==> config.mk <==
export PLATFORM = sky130hd
export DESIGN_NAME = led_pulse_stretcher
export DESIGN_NICKNAME = d
export VERILOG_FILES = /design/src/rtl/led_pulse_stretcher.sv
export SDC_FILE = /design/constraint.sdc
export NUM_CORES = 1
export LEC_CHECK = 0
export ABC_AREA = 1
export BUFFER_PORTS_ARGS = -buffer_cell sky130_fd_sc_hd__buf_2
export CAP_MARGIN = 10
export CORE_ASPECT_RATIO = 0.5
export CORE_MARGIN = 3
export CORE_UTILIZATION = 60
export DETAILED_ROUTE_END_ITERATION = 16
export GPL_ROUTABILITY_DRIVEN = 0
export PLACE_DENSITY = 0.79
export SYNTH_ARGS = -nofsm -noshare
export SYNTH_HDL_FRONTEND = slang
export SYNTH_SLANG_ARGS = --single-unit
==> constraint.sdc <==
create_clock -name clk_i -period 5 [get_ports clk_i]
set_clock_uncertainty 0.05 [all_clocks]
set_input_delay 1 -clock clk_i [delete_from_list [all_inputs] [get_ports clk_i]]
set_output_delay 1 -clock clk_i [all_outputs]
set_load 0.01 [all_outputs]
==> src/rtl/led_pulse_stretcher.sv <==
// ----------------------------------------------------------------------------
// led_pulse_stretcher
//
// Turns one-cycle internal events into human-visible blinks: each accepted
// event produces ON_CYCLES of led high followed by OFF_CYCLES of forced low.
// Events that arrive while a blink is in progress are counted in a saturating
// pending counter and replayed back-to-back.
//
// Ports
//   clk_i       rising-edge clock
//   rst_i       asynchronous reset, active high
//   ev_i        event strobe; every sampled high cycle is one event
//   led_o       stretched LED drive (registered)
//   busy_o      high while a blink (on or gap phase) is in progress (registered)
//   pending_o   queued events not yet started (registered)
//   overflow_o  one-cycle pulse: an event was dropped because the queue was full
// ----------------------------------------------------------------------------
module led_pulse_stretcher #(
    parameter int unsigned ON_CYCLES  = 500000,
    parameter int unsigned OFF_CYCLES = 500000,
    parameter int unsigned CNT_W      = 19,
    parameter int unsigned PEND_W     = 3
) (
    input  logic              clk_i,
    input  logic              rst_i,
    input  logic              ev_i,
    output logic              led_o,
    output logic              busy_o,
    output logic [PEND_W-1:0] pending_o,
    output logic              overflow_o
);

    // Durations must fit the shared counter; reject bad configurations at elaboration.
    if (CNT_W < 1 || CNT_W > 31) begin : gen_bad_cnt_w
        $error("led_pulse_stretcher: CNT_W must be in 1..31");
    end
    if (PEND_W < 1 || PEND_W > 31) begin : gen_bad_pend_w
        $error("led_pulse_stretcher: PEND_W must be in 1..31");
    end
    if (ON_CYCLES < 1 || ON_CYCLES > (2 ** CNT_W) - 1) begin : gen_bad_on
        $error("led_pulse_stretcher: ON_CYCLES out of range 1..2^CNT_W-1");
    end
    if (OFF_CYCLES < 1 || OFF_CYCLES > (2 ** CNT_W) - 1) begin : gen_bad_off
        $error("led_pulse_stretcher: OFF_CYCLES out of range 1..2^CNT_W-1");
    end

    localparam logic [CNT_W-1:0]  OnLast  = CNT_W'(ON_CYCLES - 1);
    localparam logic [CNT_W-1:0]  OffLast = CNT_W'(OFF_CYCLES - 1);
    localparam logic [PEND_W-1:0] PendMax = '1;

    typedef enum logic [1:0] {
        StIdle,
        StOn,
        StGap
    } state_e;

    state_e            state_q, state_d;
    logic [CNT_W-1:0]  cnt_q, cnt_d;
    logic [PEND_W-1:0] pend_q, pend_d;
    logic              led_q, led_d;
    logic              busy_q, busy_d;
    logic              ovf_q, ovf_d;

    logic on_done;
    logic gap_done;
    logic can_start;
    logic start;
    logic take_queued;
    logic want_inc;
    logic drop;

    always_comb begin
        on_done   = (state_q == StOn) && (cnt_q == OnLast);
        gap_done  = (state_q == StGap) && (cnt_q == OffLast);
        can_start = (state_q == StIdle) || gap_done;
        start     = can_start && (ev_i || (pend_q != '0));
        // A start always drains the queue first; the event itself is only
        // consumed directly when nothing is waiting ahead of it.
        take_queued = start && (pend_q != '0);
        want_inc    = ev_i && !(start && !take_queued);
        // A same-edge consumption frees a slot, so a full queue accepts the event.
        drop        = want_inc && (pend_q == PendMax) && !take_queued;

        pend_d = pend_q;
        if (want_inc && !take_queued && !drop) begin
            pend_d = pend_q + PEND_W'(1);
        end else if (!want_inc && take_queued) begin
            pend_d = pend_q - PEND_W'(1);
        end

        state_d = state_q;
        cnt_d   = cnt_q;
        unique case (state_q)
            StIdle: begin
                cnt_d = '0;
                if (start) begin
                    state_d = StOn;
                end
            end
            StOn: begin
                if (on_done) begin
                    state_d = StGap;
                    cnt_d   = '0;
                end else begin
                    cnt_d = cnt_q + CNT_W'(1);
                end
            end
            StGap: begin
                if (gap_done) begin
                    state_d = start ? StOn : StIdle;
                    cnt_d   = '0;
                end else begin
                    cnt_d = cnt_q + CNT_W'(1);
                end
            end
            default: begin
                state_d = StIdle;
                cnt_d   = '0;
            end
        endcase

        led_d  = (state_d == StOn);
        busy_d = (state_d != StIdle);
        ovf_d  = drop;
    end

    always_ff @(posedge clk_i or posedge rst_i) begin
        if (rst_i) begin
            state_q <= StIdle;
            cnt_q   <= '0;
            pend_q  <= '0;
            led_q   <= 1'b0;
            busy_q  <= 1'b0;
            ovf_q   <= 1'b0;
        end else begin
            state_q <= state_d;
            cnt_q   <= cnt_d;
            pend_q  <= pend_d;
            led_q   <= led_d;
            busy_q  <= busy_d;
            ovf_q   <= ovf_d;
        end
    end

    assign led_o      = led_q;
    assign busy_o     = busy_q;
    assign pending_o  = pend_q;
    assign overflow_o = ovf_q;

endmodule

Word level (Yosys, flattened, before mapping). Cells that the tools add are included.

Bits in registers: 27. Output and inout bits: 6. Word-level logic and storage cells: 45.

Add/subtract/negate cells: 3. Equality and inequality tests: 5. Muxes and demuxes: 10. Reduce and logical (&&, ||, !) cells: 21.

Operator list (count): two-way mux 19 bit (2); case mux 19 bit (2 select lines) (1); adder 19 x 1 -> 19 bit, second input constant (1); equality test 19 bit, second input constant (1); logical AND 1 bit (11); two-way mux 2 bit (3); two-way mux 3 bit (2); case mux 2 bit (3 select lines) (1); equality test 2 x 1 -> 1 bit, second input constant (2); logical NOT 1 bit (4); nonzero test 2 bit (2); adder 3 x 1 -> 3 bit, second input constant (1); equality test 3 bit, second input constant (1); nonzero test 3 bit (1); subtractor 3 x 1 -> 3 bit, second input constant (1); equality test 2 bit, second input constant (1); logical NOT 2 bit (1); logical OR 1 bit (2); two-way mux 1 bit (1).

Depth between registers and ports, before layout.
Depth after elaboration: 14. Mapped depth: 12.

Worst setup path before layout. Ideal clock, no wire load.

Path type: input to register. Start point: input ev_i. End point: register pend_q[2], in the netlist pending_o[2]. Setup time: 0.117 ns. Arrival: 1.761 ns. Setup slack: 3.072 ns. Stages: 6. Buffers on the path: 0. Path through: nand4_2 > fa_1 > inv_1 > nand2_1 > nand3_1 > nand2_1.

Cells in the longest elaborated chain, start to end: 12. Elaborated cells between the ends (all ways): 16. Classes of those cells: mux (1); reduce/logical (15).

Ends and longest elaborated chain: start, declared (RTL line 26) `input logic ev_i,`; logical OR 1 bit (RTL line 76) `start = can_start && (ev_i || (pend_q != '0));`; logical AND 1 bit (RTL line 76); logical AND 1 bit (RTL line 79) `take_queued = start && (pend_q != '0);`; logical NOT 1 bit (RTL line 80, 82, 85); logical AND 1 bit (RTL line 80) `want_inc = ev_i && !(start && !take_queued);`; logical NOT 1 bit (RTL line 80); logical AND 1 bit (RTL line 80); logical AND 1 bit (2 in series) (RTL line 82) `drop = want_inc && (pend_q == PendMax) && !take_queued;`; logical NOT 1 bit (RTL line 85) `if (want_inc && !take_queued && !drop) begin`; logical AND 1 bit (RTL line 85); two-way mux 3 bit / nonzero test 2 bit (equally long branches); end signal, assigned (RTL line 138) `pend_q <= pend_d;`; end, declared (RTL line 59) `logic [PEND_W-1:0] pend_q, pend_d;`.

Parallel ways exist; a longest one is shown, timed or not. A chain may end at the register's enable or synchronous reset.

Final worst setup path.
Start point: register cnt_q[0]. End point: register pend_q[2], in the netlist pending_o[2].

Cells in the longest elaborated chain, start to end: 14. Elaborated cells between the ends (all ways): 18. Classes of those cells: eq/ne (1); mux (1); reduce/logical (16).

Ends and longest elaborated chain: start, declared (RTL line 58) `logic [CNT_W-1:0] cnt_q, cnt_d;`; start signal, assigned (RTL line 137) `cnt_q <= cnt_d;`; equality test 19 bit (*) (RTL line 74) `gap_done = (state_q == StGap) && (cnt_q == OffLast);`; logical AND 1 bit (*) (RTL line 74); logical OR 1 bit (*) (RTL line 75) `can_start = (state_q == StIdle) || gap_done;`; logical AND 1 bit (*) (RTL line 76); logical AND 1 bit (RTL line 79); logical NOT 1 bit (RTL line 80, 82, 85); logical AND 1 bit (RTL line 80); logical NOT 1 bit (RTL line 80); logical AND 1 bit (RTL line 80); logical AND 1 bit (2 in series) (RTL line 82); logical NOT 1 bit (RTL line 85); logical AND 1 bit (RTL line 85); two-way mux 3 bit / nonzero test 2 bit (equally long branches).

Mark *: on every way between the ends. The rest lies on a longest branch, timed or not.

==> flow_summary.ini <==
[run_status]
status = completed

[grt]
grt_pass1_wl_microns = 4988
first_global_vias = 1068
overflow = 0
track_usage = 0.1960
grt_max_degree = 28
antenna_found_initial = 0

[cts]
clk_pin_slew_ns = 0.10
ctsHtreeMaxLevel = 1
insertion_delay_ns = 0.28
post_cts_buffers = 0
cts_buffers = 3
clock_path_buffers = 2
cts_root_buf = clkbuf_8
cts_hold_buf = 0
cts_tree = yes
cts.repair.resized = 0
cts_sinks = 27

[power]
p_total_uw = 635.4
p_leak_uw = 0.0008598
p_sw_frac = 0.3896
cellPowerDensity_mw_per_mm2 = 375.6
p_comb_frac = 0.347
clkPwrFrac = 0.201
p_switching_uw = 247.5
ir_worst_vdd_mv = 0.2988
seq_power_share = 0.452
internal_power_uw = 387.9

[timing]
maxSlewHeadroom = 0.3268
whs_ns = 0.4497
setup_viol = 0
period_share = 0.4040
hold_viol = 0
rsz0062_at_grt = no
drv_slew = 0
fmax_ghz = 0.4950
min_period_ns = 2.020
tightest_slew_ns = 1.009
setup_tns_ns = 0

[floorplanning]
placementRows = 12
initial_core_util = 0.6704
fp.dieW_microns = 78.35
die_area_sq_mm = 0.003304
core-area_sq_mm = 0.002342
io_pins = 9
die_h_microns = 42.18

[layout]
multi_input_area_sq_um = 770.7
antenna_cells = 0
ff_latch_area_sq_um = 675.6
n_fill_cell = 199
layout-drive-gt1-share = 0.1707
final_nets = 215
syn2layout_area_growth_pct = 7.729

[logic_synthesis]
ys_async_sr_fraction = 1.000
ys_seq_area_frac = 0.4303
syn_avg_cell_area_sq_um = 8.094
synth_nets = 203
synth-edff-count = 0
ys_ff_latch = 27
synth_ff_type = dfrtp_1
syn_inst = 194
synthDistinctLibCells = 29
synth_warnings = 0
synth_area_sq_mm = 0.001570

[worst_setup_path]
crit_fanout = 5
worstSetupStartpointType = flop
cp_data_arrival_time_ns = 2.15
cp.required_ns = 5.13
endpoint_kind = flop
path_class = flop to flop

[place]
io_buffers = 8
dp_hpwl_microns = 2140

[detailed_routing]
drt-initial-drc-count = 96
vias_per_cell = 5.054
wirelength_microns = 2835
wl_per_cell_microns = 11.81
ant_nets = 0
route.detailed.drc = 0
dr.pass1.iters = 4
route.vias.total = 1213

[job]
maxCapViolCount = 0

[worst_hold_path]
hp-class = flop to flop
-- worst max-delay path, stage by stage (launching register included) --
cell,delay (ns)
dfrtp_1,0.42
ha_1,0.31
nand3_2,0.15
nor2_4,0.05
nand4_2,0.11
nand4_2,0.14
fa_1,0.42
inv_1,0.07
nand2_1,0.06
nand3_1,0.08
nand2_1,0.05
-- synth_stat cells, types with 2 or more instances --
cell type / number / share of area
nand2_1: 42 / 0.10
nor2_1: 28 / 0.067
dfrtp_1: 27 / 0.43
inv_1: 26 / 0.062
nand3_1: 10 / 0.032
nor3_1: 7 / 0.022
ha_1: 5 / 0.040
nand4_1: 5 / 0.020
xor2_1: 5 / 0.028
a21oi_1: 4 / 0.013
inv_2: 4 / 0.0096
nor2_2: 4 / 0.016
nand2_2: 3 / 0.012
nand3_2: 3 / 0.019
nand4_2: 3 / 0.024
nor2_4: 2 / 0.014
o21ai_0: 2 / 0.0064
o22ai_1: 2 / 0.0080
xnor2_1: 2 / 0.011
-- worst paths after layout --
path / slack (ns) / end / startpoint / cells past startpoint
min in group asynchronous: 0.90 / cnt_q[18]$_DFF_PP0_ / rst_i / 2
hold reg to reg: 0.45 / cnt_q[0]$_DFF_PP0_ / cnt_q[0]$_DFF_PP0_ / 1
setup reg to reg: 2.98 / pending_o[2]$_DFFE_PP0P_ / cnt_q[0]$_DFF_PP0_ / 10
setup / recovery: 2.98 / pending_o[2]$_DFFE_PP0P_ / cnt_q[0]$_DFF_PP0_ / 10
hold / removal: 0.45 / cnt_q[0]$_DFF_PP0_ / cnt_q[0]$_DFF_PP0_ / 1
max in group asynchronous: 3.40 / cnt_q[6]$_DFF_PP0_ / rst_i / 2
-- metrics by stage --
| step | setup WS, ns | cells | instance area (sq um) | utilization |
|---|---|---|---|---|
| after floorplan | 3.072 | 194 | 1570 | - |
| after CTS | 2.983 | 240 | 1692 | 0.7222 |
| after global placement | 2.929 | 236 | 1643 | 0.7014 |
| after global routing | 2.816 | 240 | 1692 | 0.7222 |
| final | 2.980 | 240 | 1692 | 0.7222 |
| after detailed placement | 2.893 | 236 | 1643 | 0.7014 |
-- state kept, by name (all words and copies together) (netlist names) --
register and flops:
cnt_q 19, state_q 2, overflow_o 1, led_o 1
pending_o 3, busy_o 1
-- power groups by stage --
stage,registers (uW),logic [uW],clock network [uW]
after floorplan,296,166,0
after global placement,289,215,0
after detailed placement,291,222,0
after CTS,287,223,131
after global routing,293,254,144
final,287,220,128
-- cell type report --
class / count / share of cell area
clock buffer: 3 / 0.02441
clock inverter: 1 / 0.004438
inverter: 30 / 0.06657
multi-input combinational: 136 / 0.4556
sequential: 27 / 0.3994
tap: 35 / 0.02589
timing repair buffer: 8 / 0.02367
-- cell usage in the layout (no fill, tap or decap) --
cell / count
nand2_1: 42
nor2_1: 28
dfrtp_1: 27
inv_1: 26
nand3_1: 10
buf_2: 8
nor3_1: 7
nand4_1: 5
xor2_1: 5
ha_1: 5
nor2_2: 4
inv_2: 4
a21oi_1: 4
nand3_2: 3
nand4_2: 3
nand2_2: 3
clkbuf_8: 3
nor2_4: 2
o21ai_0: 2
o22ai_1: 2
xnor2_1: 2
or2_2: 1
nand2_4: 1
nor3_4: 1
a41oi_1: 1
a211oi_1: 1
nor3b_1: 1
o21ai_1: 1
o21ai_2: 1
fa_1: 1
clkinvlp_4: 1
-- per-layer routing --
metal | track usage | wire [microns]
met1 | 0.3046 | 1572
met5 | 0 | 0
met4 | 0.04181 | 25
met2 | 0.2653 | 1135
met3 | 0.05794 | 102
-- cells by family (layout without fill, tap and decap cells) --
group	count (synthesis)	after routing	synth area share
buf+inv	31	42	0.07888
fa+ha+maj	6	6	0.05259
flops	27	27	0.4303
simple gates	111	111	0.3530
compound gates	12	12	0.04622
xor+xnor	7	7	0.03904
Note: power is estimated with default switching activity, not from simulation.
